$ cat src/rtl/ram_load_unit_if.sv
// Request/response bundle between the load unit and its neighbours.
// The master side presents load requests and consumes results. The slave side is the load unit.
`timescale 1ns/1ps

interface ram_load_unit_if;
    logic        req_valid;
    logic        req_ready;
    logic [31:0] req_addr;
    logic        Lb;
    logic        Lh;
    logic        Lu;
    logic        rsp_valid;
    logic        rsp_ready;
    logic [31:0] load_data;
    logic        addr_err;

    modport master (
        output req_valid, req_addr, Lb, Lh, Lu, rsp_ready,
        input  req_ready, rsp_valid, load_data, addr_err
    );

    modport slave (
        input  req_valid, req_addr, Lb, Lh, Lu, rsp_ready,
        output req_ready, rsp_valid, load_data, addr_err
    );
endinterface

$ cat src/rtl/ram_load_unit.sv
// Load unit: takes one byte/half/word load at a time and reads the word from a synchronous RAM.
// It then returns the aligned, sign- or zero-extended result.
// Misaligned half/word loads skip the RAM and answer with addr_err.
// Every response passes through one ALIGN cycle before rsp_valid rises.
// So a good load responds RAM_LATENCY+2 edges after accept, and a misaligned load responds 1 edge after accept.
`timescale 1ns/1ps

module ram_load_unit #(
    parameter int ADDR_BITS   = 32,
    parameter int DATA_BITS   = 32,
    parameter int RAM_LATENCY = 1
) (
    input  logic                 clk,
    input  logic                 rst_n,
    ram_load_unit_if.slave       bus,
    output logic [ADDR_BITS-1:0] ram_addr,
    output logic                 ram_re,
    input  logic [DATA_BITS-1:0] ram_dout
);

    typedef enum logic [2:0] {
        IDLE,
        READ,
        WAIT,
        ALIGN,
        RESP
    } state_t;

    typedef enum logic [1:0] {
        KIND_WORD,
        KIND_BYTE,
        KIND_HALF
    } kind_t;

    state_t         state;
    kind_t          kind;
    kind_t          req_kind;
    logic [1:0]     off;
    logic           zext;
    logic           err_pending;
    logic [2:0]     counter;
    logic [31:0]    raw_data;
    logic [31:0]    aligned;
    logic [31:0]    byte_shift;
    logic [31:0]    half_shift;
    logic           req_misaligned;
    logic [31:0]    word_addr;

    // A request is accepted in IDLE. Ready drops with reset so nothing is taken while rst_n is low.
    assign bus.req_ready = rst_n && (state == IDLE);

    // Decode the incoming request's access type and check its alignment.
    always_comb begin
        req_kind = KIND_WORD;
        if (bus.Lb && !bus.Lh) begin
            req_kind = KIND_BYTE;
        end else if (!bus.Lb && bus.Lh) begin
            req_kind = KIND_HALF;
        end
        req_misaligned = 1'b0;
        if (req_kind == KIND_HALF) begin
            req_misaligned = bus.req_addr[0];
        end else if (req_kind == KIND_WORD) begin
            req_misaligned = (bus.req_addr[1:0] != 2'b00);
        end
        word_addr = {2'b00, bus.req_addr[31:2]};
    end

    // Pick the addressed lane out of the captured RAM word and extend it to 32 bits.
    always_comb begin
        byte_shift = raw_data[31:0] >> {off, 3'b000};
        half_shift = raw_data[31:0] >> {off[1], 4'b0000};
        aligned    = raw_data[31:0];
        if (kind == KIND_BYTE) begin
            aligned = zext ? {24'h000000, byte_shift[7:0]}
                           : {{24{byte_shift[7]}}, byte_shift[7:0]};
        end else if (kind == KIND_HALF) begin
            aligned = zext ? {16'h0000, half_shift[15:0]}
                           : {{16{half_shift[15]}}, half_shift[15:0]};
        end
    end

    // Sequence each load: accept, one-cycle RAM strobe, latency wait, capture, align, then hold the response.
    always_ff @(posedge clk or negedge rst_n) begin
        if (!rst_n) begin
            state         <= IDLE;
            kind          <= KIND_WORD;
            off           <= 2'b00;
            zext          <= 1'b0;
            err_pending   <= 1'b0;
            counter       <= 3'd0;
            raw_data      <= '0;
            ram_addr      <= '0;
            ram_re        <= 1'b0;
            bus.rsp_valid <= 1'b0;
            bus.load_data <= 32'h0;
            bus.addr_err  <= 1'b0;
        end else begin
            case (state)
                IDLE: begin
                    if (bus.req_valid) begin
                        off  <= bus.req_addr[1:0];
                        kind <= req_kind;
                        zext <= bus.Lu;
                        if (req_misaligned) begin
                            err_pending <= 1'b1;
                            state       <= ALIGN;
                        end else begin
                            err_pending <= 1'b0;
                            ram_addr    <= ADDR_BITS'(word_addr);
                            ram_re      <= 1'b1;
                            state       <= READ;
                        end
                    end
                end
                READ: begin
                    ram_re  <= 1'b0;
                    counter <= 3'(RAM_LATENCY - 1);
                    state   <= WAIT;
                end
                WAIT: begin
                    if (counter == 3'd0) begin
                        raw_data <= ram_dout;
                        state    <= ALIGN;
                    end else begin
                        counter <= counter - 3'd1;
                    end
                end
                ALIGN: begin
                    bus.rsp_valid <= 1'b1;
                    if (err_pending) begin
                        bus.load_data <= 32'h0;
                        bus.addr_err  <= 1'b1;
                    end else begin
                        bus.load_data <= aligned;
                        bus.addr_err  <= 1'b0;
                    end
                    state <= RESP;
                end
                RESP: begin
                    if (bus.rsp_ready) begin
                        bus.rsp_valid <= 1'b0;
                        state         <= IDLE;
                    end
                end
                default: begin
                    state <= IDLE;
                end
            endcase
        end
    end

endmodule

$ cat src/flat_wrapper.sv
// flat-port wrapper written by rule: the top's interface ports become plain ports
module ram_load_unit_flat 
#(
    parameter int ADDR_BITS   = 32,
    parameter int DATA_BITS   = 32,
    parameter int RAM_LATENCY = 1
)
  (clk, rst_n, ram_addr, ram_re, ram_dout, bus_req_valid, bus_req_addr, bus_Lb, bus_Lh, bus_Lu, bus_rsp_ready, bus_req_ready, bus_rsp_valid, bus_load_data, bus_addr_err);
  ram_load_unit_if bus_i ();
  input  logic clk;
  input  logic rst_n;
  output logic [ADDR_BITS-1:0] ram_addr;
  output logic ram_re;
  input  logic [DATA_BITS-1:0] ram_dout;
  input wire logic [$bits(bus_i.req_valid)-1:0] bus_req_valid;
  input wire logic [$bits(bus_i.req_addr)-1:0] bus_req_addr;
  input wire logic [$bits(bus_i.Lb)-1:0] bus_Lb;
  input wire logic [$bits(bus_i.Lh)-1:0] bus_Lh;
  input wire logic [$bits(bus_i.Lu)-1:0] bus_Lu;
  input wire logic [$bits(bus_i.rsp_ready)-1:0] bus_rsp_ready;
  output wire logic [$bits(bus_i.req_ready)-1:0] bus_req_ready;
  output wire logic [$bits(bus_i.rsp_valid)-1:0] bus_rsp_valid;
  output wire logic [$bits(bus_i.load_data)-1:0] bus_load_data;
  output wire logic [$bits(bus_i.addr_err)-1:0] bus_addr_err;
  assign bus_i.req_valid = bus_req_valid;
  assign bus_i.req_addr = bus_req_addr;
  assign bus_i.Lb = bus_Lb;
  assign bus_i.Lh = bus_Lh;
  assign bus_i.Lu = bus_Lu;
  assign bus_i.rsp_ready = bus_rsp_ready;
  assign bus_req_ready = bus_i.req_ready;
  assign bus_rsp_valid = bus_i.rsp_valid;
  assign bus_load_data = bus_i.load_data;
  assign bus_addr_err = bus_i.addr_err;
  ram_load_unit #(.ADDR_BITS(ADDR_BITS), .DATA_BITS(DATA_BITS), .RAM_LATENCY(RAM_LATENCY)) u_core (.clk(clk), .rst_n(rst_n), .bus(bus_i), .ram_addr(ram_addr), .ram_re(ram_re), .ram_dout(ram_dout));
endmodule
$ cat config.mk
export PLATFORM = sky130hd
export DESIGN_NAME = ram_load_unit_flat
export DESIGN_NICKNAME = d
export VERILOG_FILES = /design/src/rtl/ram_load_unit_if.sv /design/src/rtl/ram_load_unit.sv /design/src/flat_wrapper.sv
export SDC_FILE = /design/constraint.sdc
export NUM_CORES = 1
export LEC_CHECK = 0
export CAP_MARGIN = 20
export CORE_ASPECT_RATIO = 0.9
export CORE_MARGIN = 1
export CORE_UTILIZATION = 48
export CTS_BUF_LIST = sky130_fd_sc_hd__clkbuf_16
export DETAILED_ROUTE_END_ITERATION = 12
export PLACE_DENSITY_LB_ADDON = 0.15
export RECOVER_POWER = 50
export SYNTH_ARGS = -nofsm -noshare
export SYNTH_HDL_FRONTEND = slang
export SYNTH_SLANG_ARGS = --single-unit
$ cat constraint.sdc
create_clock -name clk -period 2.5 [get_ports clk]
set_input_delay 0.25 -clock clk [delete_from_list [all_inputs] [get_ports clk]]
set_output_delay 0.25 -clock clk [all_outputs]
set_load 0.05 [all_outputs]
==> implementation parameters, run 1 <==
Parameter                              Value

Floorplanning
  Initial core utilization    approximately half
  Number of placed I/O pins    between 100 and 150
  Die Area    around 11000 um^2
  Die height    a little under 100 um
  Site Rows    35
  Core area    slightly above 10000 um^2
  Width of the die    between 100 and 150 um

Placement
  Final HPWL from detailed placement    around 8 mm
  Placed inst area    6460 um^2
  Number of buffer cells added on primary ports    around 140
  Global placement routability congestion    about 0.8
  Total instance count after detailed placement    between 600 and 700

Yosys
  Most numerous cell in the Yosys netlist    sky130_fd_sc_hd__dfrtp_1
  Top_reg_cell synth    sky130_fd_sc_hd__dfrtp_1
  Number of standard cells after synthesis    400
  Mapped cell area    about 5000 um^2
  Leading cell types by total area after synthesis    sky130_fd_sc_hd__dfrtp_1, sky130_fd_sc_hd__mux2_2, sky130_fd_sc_hd__a211o_2
  Post-synthesis sequential element count    about 110
  Biggest area consumer among synthesized cells    sky130_fd_sc_hd__dfrtp_1
  Yosys warning total    0
  Count of distinct cell types in the synthesized netlist    40
  Share of Yosys cell area claimed by the top area cell type    a little over half
  Sequential share of the synthesized area    between 50% and 60%
  Most frequent cells after synthesis    sky130_fd_sc_hd__dfrtp_1, sky130_fd_sc_hd__mux2_2, sky130_fd_sc_hd__nand2_1
  Number of flops mapped to enable cells by yosys    0
  Mean instance size in the synthesized netlist    12.5 um^2
  Proportion of register bits with asynchronous set or reset after synthesis    between 90% and 100%

STA
  Unrepaired setup endpoints after global routing    no
  Hold violation count in the final report    0
  Measured slew at the worst slew-check pin    between 1 and 1.5 ns
  Total of endpoints with negative setup slack in the final report    0
  Max Freq    480 MHz
  Fraction of the cycle the final worst path needs    83.3%
  Slew Viols, Final    0
  Final setup skew    between 0.007 and 0.008 ns
  Relative slew margins    under 10%
  Min Clock Period, post-route    approximately 2.1 ns
  Final-layout setup total negative slack    0 ns

Power and ir drop
  Switching Fraction    a little over two fifths
  Total power per unit cell area    approximately 1500 nW/um^2
  Combinational power share    a little over half
  Clock group share of total power    13.7%
  Switching component of the power    between 4 and 5 mW
  Internal cell power    5.62 mW
  Sequential power share    roughly a third
  Pleak    between 3 and 4 nW
  Design Power    10.0 mW
  Peak supply drop    0.920 mV

Finish
  Layout cells sized above 1    between 20% and 30%
  Post-Layout Inst Area    6720 um^2
  Utilization of the core after routing    65.9%
  Nets    roughly 600
  Ant diodes    0
  Synthesis-to-finish area growth    34.1%
  Final Non-Filler Cells    roughly 660

Min path
  Number of stages on the worst hold path    2
  Type of the most critical hold path    reg2reg

Detailed routing
  Detail-routed via count per cell    approximately 5.4
  Final WL    11.5 mm
  Post-detailed-route DRC marker count    0
  Wire per inst    ~17 um
  Vias after detailed routing    3571
  First-pass iteration count of the detailed router    6
  Drt initial violations    ~160
  Count of nets left with antenna violations after detail routing    0

Worst setup path
  Maximum single-stage delay on the critical path    ~0.5 ns
  CP Launch Type    flop
  Required time worst endpoint    roughly 2.7 ns
  CP delay by family, top    simple AND/OR/NAND/NOR gates
  WP depth    4
  Critical-path cell list    and2b_1 -> nand2_1 -> buf_4 -> a211o_2
  Bufs and invs on worst path    1
  Category of the critical setup timing path    reg2reg
  Crit-path max FO    22
  Slowest cell on the critical path    sky130_fd_sc_hd__dfrtp_1
  Critical Path Sink Type    flop
  Reg2Reg Setup Slack    0.42 ns
  Number of cells on the worst reg-to-reg path    4
  WP data arrival    roughly 2.3 ns

Clock tree
  H-tree levels    3
  Number of CTS-inserted buffers    9
  CTS sink cnt    ~110
  Skew-Pair Late Insertion Delay    about 0.34 ns
  TritonCTS clock tree    built
  Largest buffer count on any clock path    2
  Clock root buffer    sky130_fd_sc_hd__clkbuf_16
  Post-CTS sizing    0
  Clock transition at the register clock pins on the worst setup and hold paths after CTS    0.07 ns
  Post-CTS Hold Fix Bufs    0
  Setup bufs post-CTS    0

GRT
  Pin count of the biggest net entering global routing    between 100 and 150
  All-layer global routing usage    22.2%
  Number of global-route vias before repair    3576
  First-pass GRT wire length    around 18 mm
  Antenna violations before repair    0
  Total gr overflow    0

Status
  Result of the run    completed

Job
  Maximum capacitance violations    0
[final cells by class]
class	instances	area, um^2
multi-input combinational	253	2090
tap	129	161
fill	820	3480
timing repair buffer	146	1420
inverter	9	33.8
clock inverter	7	60.1
clock buffer	9	225
sequential	109	2730
[path summary, 6_finish.rpt]
| path | from | to |
|---|---|---|
| min in group asynchronous | rst_n | u_core.raw_data[8] |
| worst max register to register | u_core.state[2] | u_core.bus.load_data[12] |
| worst min register to register | u_core.bus.load_data[1] | u_core.bus.load_data[1] |
| max in group asynchronous | rst_n | u_core.bus.load_data[11] |
| worst min-delay path | u_core.bus.load_data[1] | u_core.bus.load_data[1] |
| worst max-delay path | u_core.state[2] | u_core.bus.load_data[12] |
[flip-flops by register name (all words and copies together), names as in the netlist]
| signal | count |
|---|---|
| u_core.bus.addr_err | 1 |
| u_core.raw_data | 32 |
| u_core.kind | 2 |
| u_core.bus.rsp_valid | 1 |
| u_core.bus.load_data | 32 |
| u_core.ram_addr | 30 |
| u_core.zext | 1 |
| u_core.off | 2 |
| u_core.ram_re | 1 |
| u_core.err_pending | 1 |
| u_core.counter | 3 |
| u_core.state | 3 |
[power groups by stage]
stage,combinational [mW],sequential [mW],clock (mW)
detailed placement,5.45,3.31,0
CTS,5.47,3.29,1.42
finish,5.38,3.28,1.38
global placement,5.37,3.27,0
global route,5.70,3.40,1.49
floorplan,2.36,4.71,0
[metrics by stage]
stage	hold WS, ns	worst slack [ns]
6_report	0.469	0.418
3_5_place_dp	0.442	0.336
4_1_cts	0.0769	0.433
3_3_place_gp	0.438	0.424
5_1_grt	0.490	0.261
2_1_floorplan	-0.0456	0.657
[per-layer routing]
metal / global-route usage (%) / share of wire (%)
met5: 0 / 0
met4: 6.77 / 1.6
met3: 7.34 / 7.2
met2: 34.7 / 47
met1: 29.2 / 44
[cell families (layout without fill, tap and decap cells)]
kind of cell / count (synthesis) / in the layout / synth area share [%]
AND/OR/NAND/NOR: 79 / 79 / 7.86
buffers and inverters: 39 / 171 / 4.04
other: 1 / 2 / 0.0748
flip-flops: 109 / 109 / 54.4
AO/OA/AOI/OAI: 75 / 75 / 11.8
adder cells (fa/ha/maj): 4 / 4 / 0.998
multiplexers: 93 / 93 / 20.9
[placed cells by master (no fill, tap or decap), types with 2 or more instances in the layout]
cell type,instances
sky130_fd_sc_hd__nand2b_1,9
sky130_fd_sc_hd__clkdlybuf4s50_1,116
sky130_fd_sc_hd__nor3_1,2
sky130_fd_sc_hd__o21ai_0,8
sky130_fd_sc_hd__a2bb2oi_1,2
sky130_fd_sc_hd__conb_1,2
sky130_fd_sc_hd__a21oi_1,21
sky130_fd_sc_hd__nor2_1,11
sky130_fd_sc_hd__buf_4,9
sky130_fd_sc_hd__mux2_2,83
sky130_fd_sc_hd__o221ai_1,7
sky130_fd_sc_hd__and2_1,2
sky130_fd_sc_hd__a211o_2,22
sky130_fd_sc_hd__mux2i_1,9
sky130_fd_sc_hd__clkbuf_1,2
sky130_fd_sc_hd__a211o_1,3
sky130_fd_sc_hd__nand2_1,40
sky130_fd_sc_hd__clkinv_2,2
sky130_fd_sc_hd__dlygate4sd3_1,18
sky130_fd_sc_hd__inv_1,12
sky130_fd_sc_hd__clkbuf_16,9
sky130_fd_sc_hd__nor2b_1,2
sky130_fd_sc_hd__or3_1,2
sky130_fd_sc_hd__o221a_2,7
sky130_fd_sc_hd__ha_1,4
sky130_fd_sc_hd__nand2b_2,2
sky130_fd_sc_hd__dfrtp_1,109
[worst min-delay path: stages (launching register included)]
cell,delay [ns]
sky130_fd_sc_hd__dfrtp_1,0.34
sky130_fd_sc_hd__nand2_1,0.05
sky130_fd_sc_hd__nand2_1,0.05
No activity file was read; power rests on OpenSTA's default activity.
==> inputs of run 2 (changes only) <==
clock period = 2 ns   (was 2.5 ns; I/O delays follow)
==> run 2 against run 1 <==
  * Wire length grew 1.4%
  * Final cell count grew 2.1%
  * Clock skew is 0.0010 ns lower
  * First-iteration DRC count fell by 6.4%
  * Via count is 0.87% higher
  * Clock power up 18%
  * Combinational power is 33% higher
==> implementation parameters, run 2 (synthesis results as in run 1) <==
Parameter                              Value

Status
  Result of the run    completed

Placement
  Number of buffer cells added on primary ports    136 (unchanged)
  Pre-CTS setup slack    -0.0619 ns (-0.398 ns)
  Total instance count after detailed placement    658 (+1.9%)
  Final HPWL from detailed placement    8.20 mm (+2.0%)
  Global placement routability congestion    0.788 (-0.63%)

Finish
  Commonest non-fill, non-tap cells in the layout    sky130_fd_sc_hd__clkdlybuf4s50_1, sky130_fd_sc_hd__dfrtp_1, sky130_fd_sc_hd__mux2_2
  Synthesis-to-finish area growth    36.8%
  Most common cell after layout, fill and taps aside    sky130_fd_sc_hd__clkdlybuf4s50_1
  Ant diodes    0 (unchanged)
  Layout cells sized above 1    28.7% (+2.2 points)
  Final Non-Filler Cells    676 (+2.1%)
  Leading registers by flop count    u_core.bus.load_data (32), u_core.raw_data (32), u_core.ram_addr (30)
  Nets    617 (+2.3%)

Detailed routing
  Final WL    11.6 mm (+1.4%)
  Drt initial violations    146 (-6.4%)
  Count of nets left with antenna violations after detail routing    0 (unchanged)
  First-pass iteration count of the detailed router    4 (-2)
  Vias after detailed routing    3602 (+0.87%)
  Wire per inst    17.2 um (-0.72%)
  Detail-routed via count per cell    5.33 (-1.2%)
  Post-detailed-route DRC marker count    0 (unchanged)

Clock tree
  Skew-Pair Late Insertion Delay    0.35 ns (about the same)
  Number of CTS-inserted buffers    9 (unchanged)
  TritonCTS clock tree    built
  Clock transition at the register clock pins on the worst setup and hold paths after CTS    0.07 ns (about the same)
  Clock root buffer    sky130_fd_sc_hd__clkbuf_16
  H-tree levels    3 (unchanged)
  CTS sink cnt    109 (unchanged)
  Post-CTS Hold Fix Bufs    0 (unchanged)
  Largest buffer count on any clock path    2 (unchanged)

Floorplanning
  Core area    10200 um^2 (unchanged)
  Width of the die    110 um (unchanged)
  Die height    99.0 um (unchanged)
  Number of placed I/O pins    139 (unchanged)
  Die Area    10900 um^2 (unchanged)
  Site Rows    35 (unchanged)
  Initial core utilization    49.1% (unchanged)

STA
  Max Freq    546 MHz (+14%)
  Min Clock Period, post-route    1.83 ns (-0.250 ns)
  Total of endpoints with negative setup slack in the final report    0 (unchanged)
  Post-route setup slack    0.168 ns (-0.250 ns)
  Fin Hold WS    0.451 ns (-0.0180 ns)
  Hold violation count in the final report    0 (unchanged)
  Slew Viols, Final    0 (unchanged)
  Fraction of the cycle the final worst path needs    91.6% (+8.3 points)
  Relative slew margins    9.60% (+6.6 points)
  Final setup skew    0.00670 ns (-0.00101 ns)
  Measured slew at the worst slew-check pin    1.36 ns (-0.0986 ns)
  Unrepaired setup endpoints after global routing    no
  Final-layout setup total negative slack    0 ns (unchanged)

GRT
  First-pass GRT wire length    18.7 mm (+2.4%)
  Number of global-route vias before repair    3679 (+2.9%)
  All-layer global routing usage    23.0% (+0.78 points)
  Pin count of the biggest net entering global routing    56 (-49%)
  Antenna violations before repair    0 (unchanged)
  Total gr overflow    0 (unchanged)

Worst setup path
  Required time worst endpoint    2.30 ns (-0.42 ns)
  Maximum single-stage delay on the critical path    0.37 ns (-0.13 ns)
  CP Launch Type    flop
  Slowest cell on the critical path    sky130_fd_sc_hd__dfrtp_1
  WP data arrival    2.13 ns (-0.17 ns)
  Critical-path cell list    clkbuf_1 -> nor4bb_1 -> buf_4 -> nand2_1 -> buf_12 -> a21oi_1 -> a211o_2
  Crit-path max FO    24 (+9.1%)
  Launching element of the worst setup path    u_core.state[2]
  Startpoint of the worst-slack reg-to-reg timing path    u_core.state[2]
  Category of the critical setup timing path    reg2reg
  Critical Path Sink Type    flop

Min path
  Type of the most critical hold path    in2reg
  Startpoint of the most critical hold path    ram_dout[26]

Power and ir drop
  Pleak    3.09 nW (+1.7%)
  Design Power    12.7 mW (+27%)
  Peak supply drop    1.05 mV (+14%)
  Total power per unit cell area    1860 nW/um^2 (+24%)

Job
  Maximum capacitance violations    0 (unchanged)
[run 2: changes by cell type in the layout (fill, tap and decap cells not counted), sizes merged, moves of 2 or more]
cell | previous run | this run
clkdlybuf4s50 | 116 | 128
dlygate4sd3 | 18 | 6
inv | 12 | 10
buf | 9 | 21
clkbuf | 12 | 14
clkinv | 3 | 5
[run 2: worst paths after layout]
path                                                 end  depth (start not counted)  slack (ns)
min in group asynchronous       u_core.bus.load_data[15]                          2        0.48
worst min register to register   u_core.bus.load_data[4]                          2        0.47
worst min-delay path                 u_core.raw_data[26]                          2        0.45
max in group asynchronous            u_core.ram_addr[15]                          2        0.69
worst max-delay path            u_core.bus.load_data[16]                          7        0.17
worst max register to register  u_core.bus.load_data[16]                          7        0.17
[run 2: area by class of cell]
type | instances | area, um^2
fillers | 779 | 3340
flip-flops and latches | 109 | 2730
multi-input cells | 253 | 2100
repair buffers | 160 | 1570
clock buffers | 9 | 225
well taps | 129 | 161
clock inverters | 7 | 43.8
inverters | 9 | 33.8
[run 2: metal layers]
metal,wire length (um),global-route usage [%],vias to the layer above
li1,-,-,1715
met1,5160,30.7,1781
met2,5470,34.8,92
met3,796,8.00,14
met4,208,7.79,0
met5,0,0,-
[run 2: power by group]
group,switching (mW),internal [mW]
combinational,4.10,3.06
clock,0.794,0.838
sequential,0.681,3.25
total,5.57,7.15
[run 2: per-stage QoR]
step	instance area [um^2]	utilization, %
6_report	6860	67.2
4_1_cts	6860	67.2
5_1_grt	6860	67.2
3_3_place_gp	6580	64.5
3_5_place_dp	6590	64.6
2_1_floorplan	5020	-
[run 2: critical path: cells and delay by family, from the launching register on]
kind	cells	cell delay, ns
simple gates	2	0.45
flops	1	0.37
compound gates	2	0.35
buf+inv	3	0.61
[run 2: repair_timing]
action,4_1_cts,5_1_grt
gates resized for setup,0,1
setup buffers,0,2
setup endpoints to repair,0,15
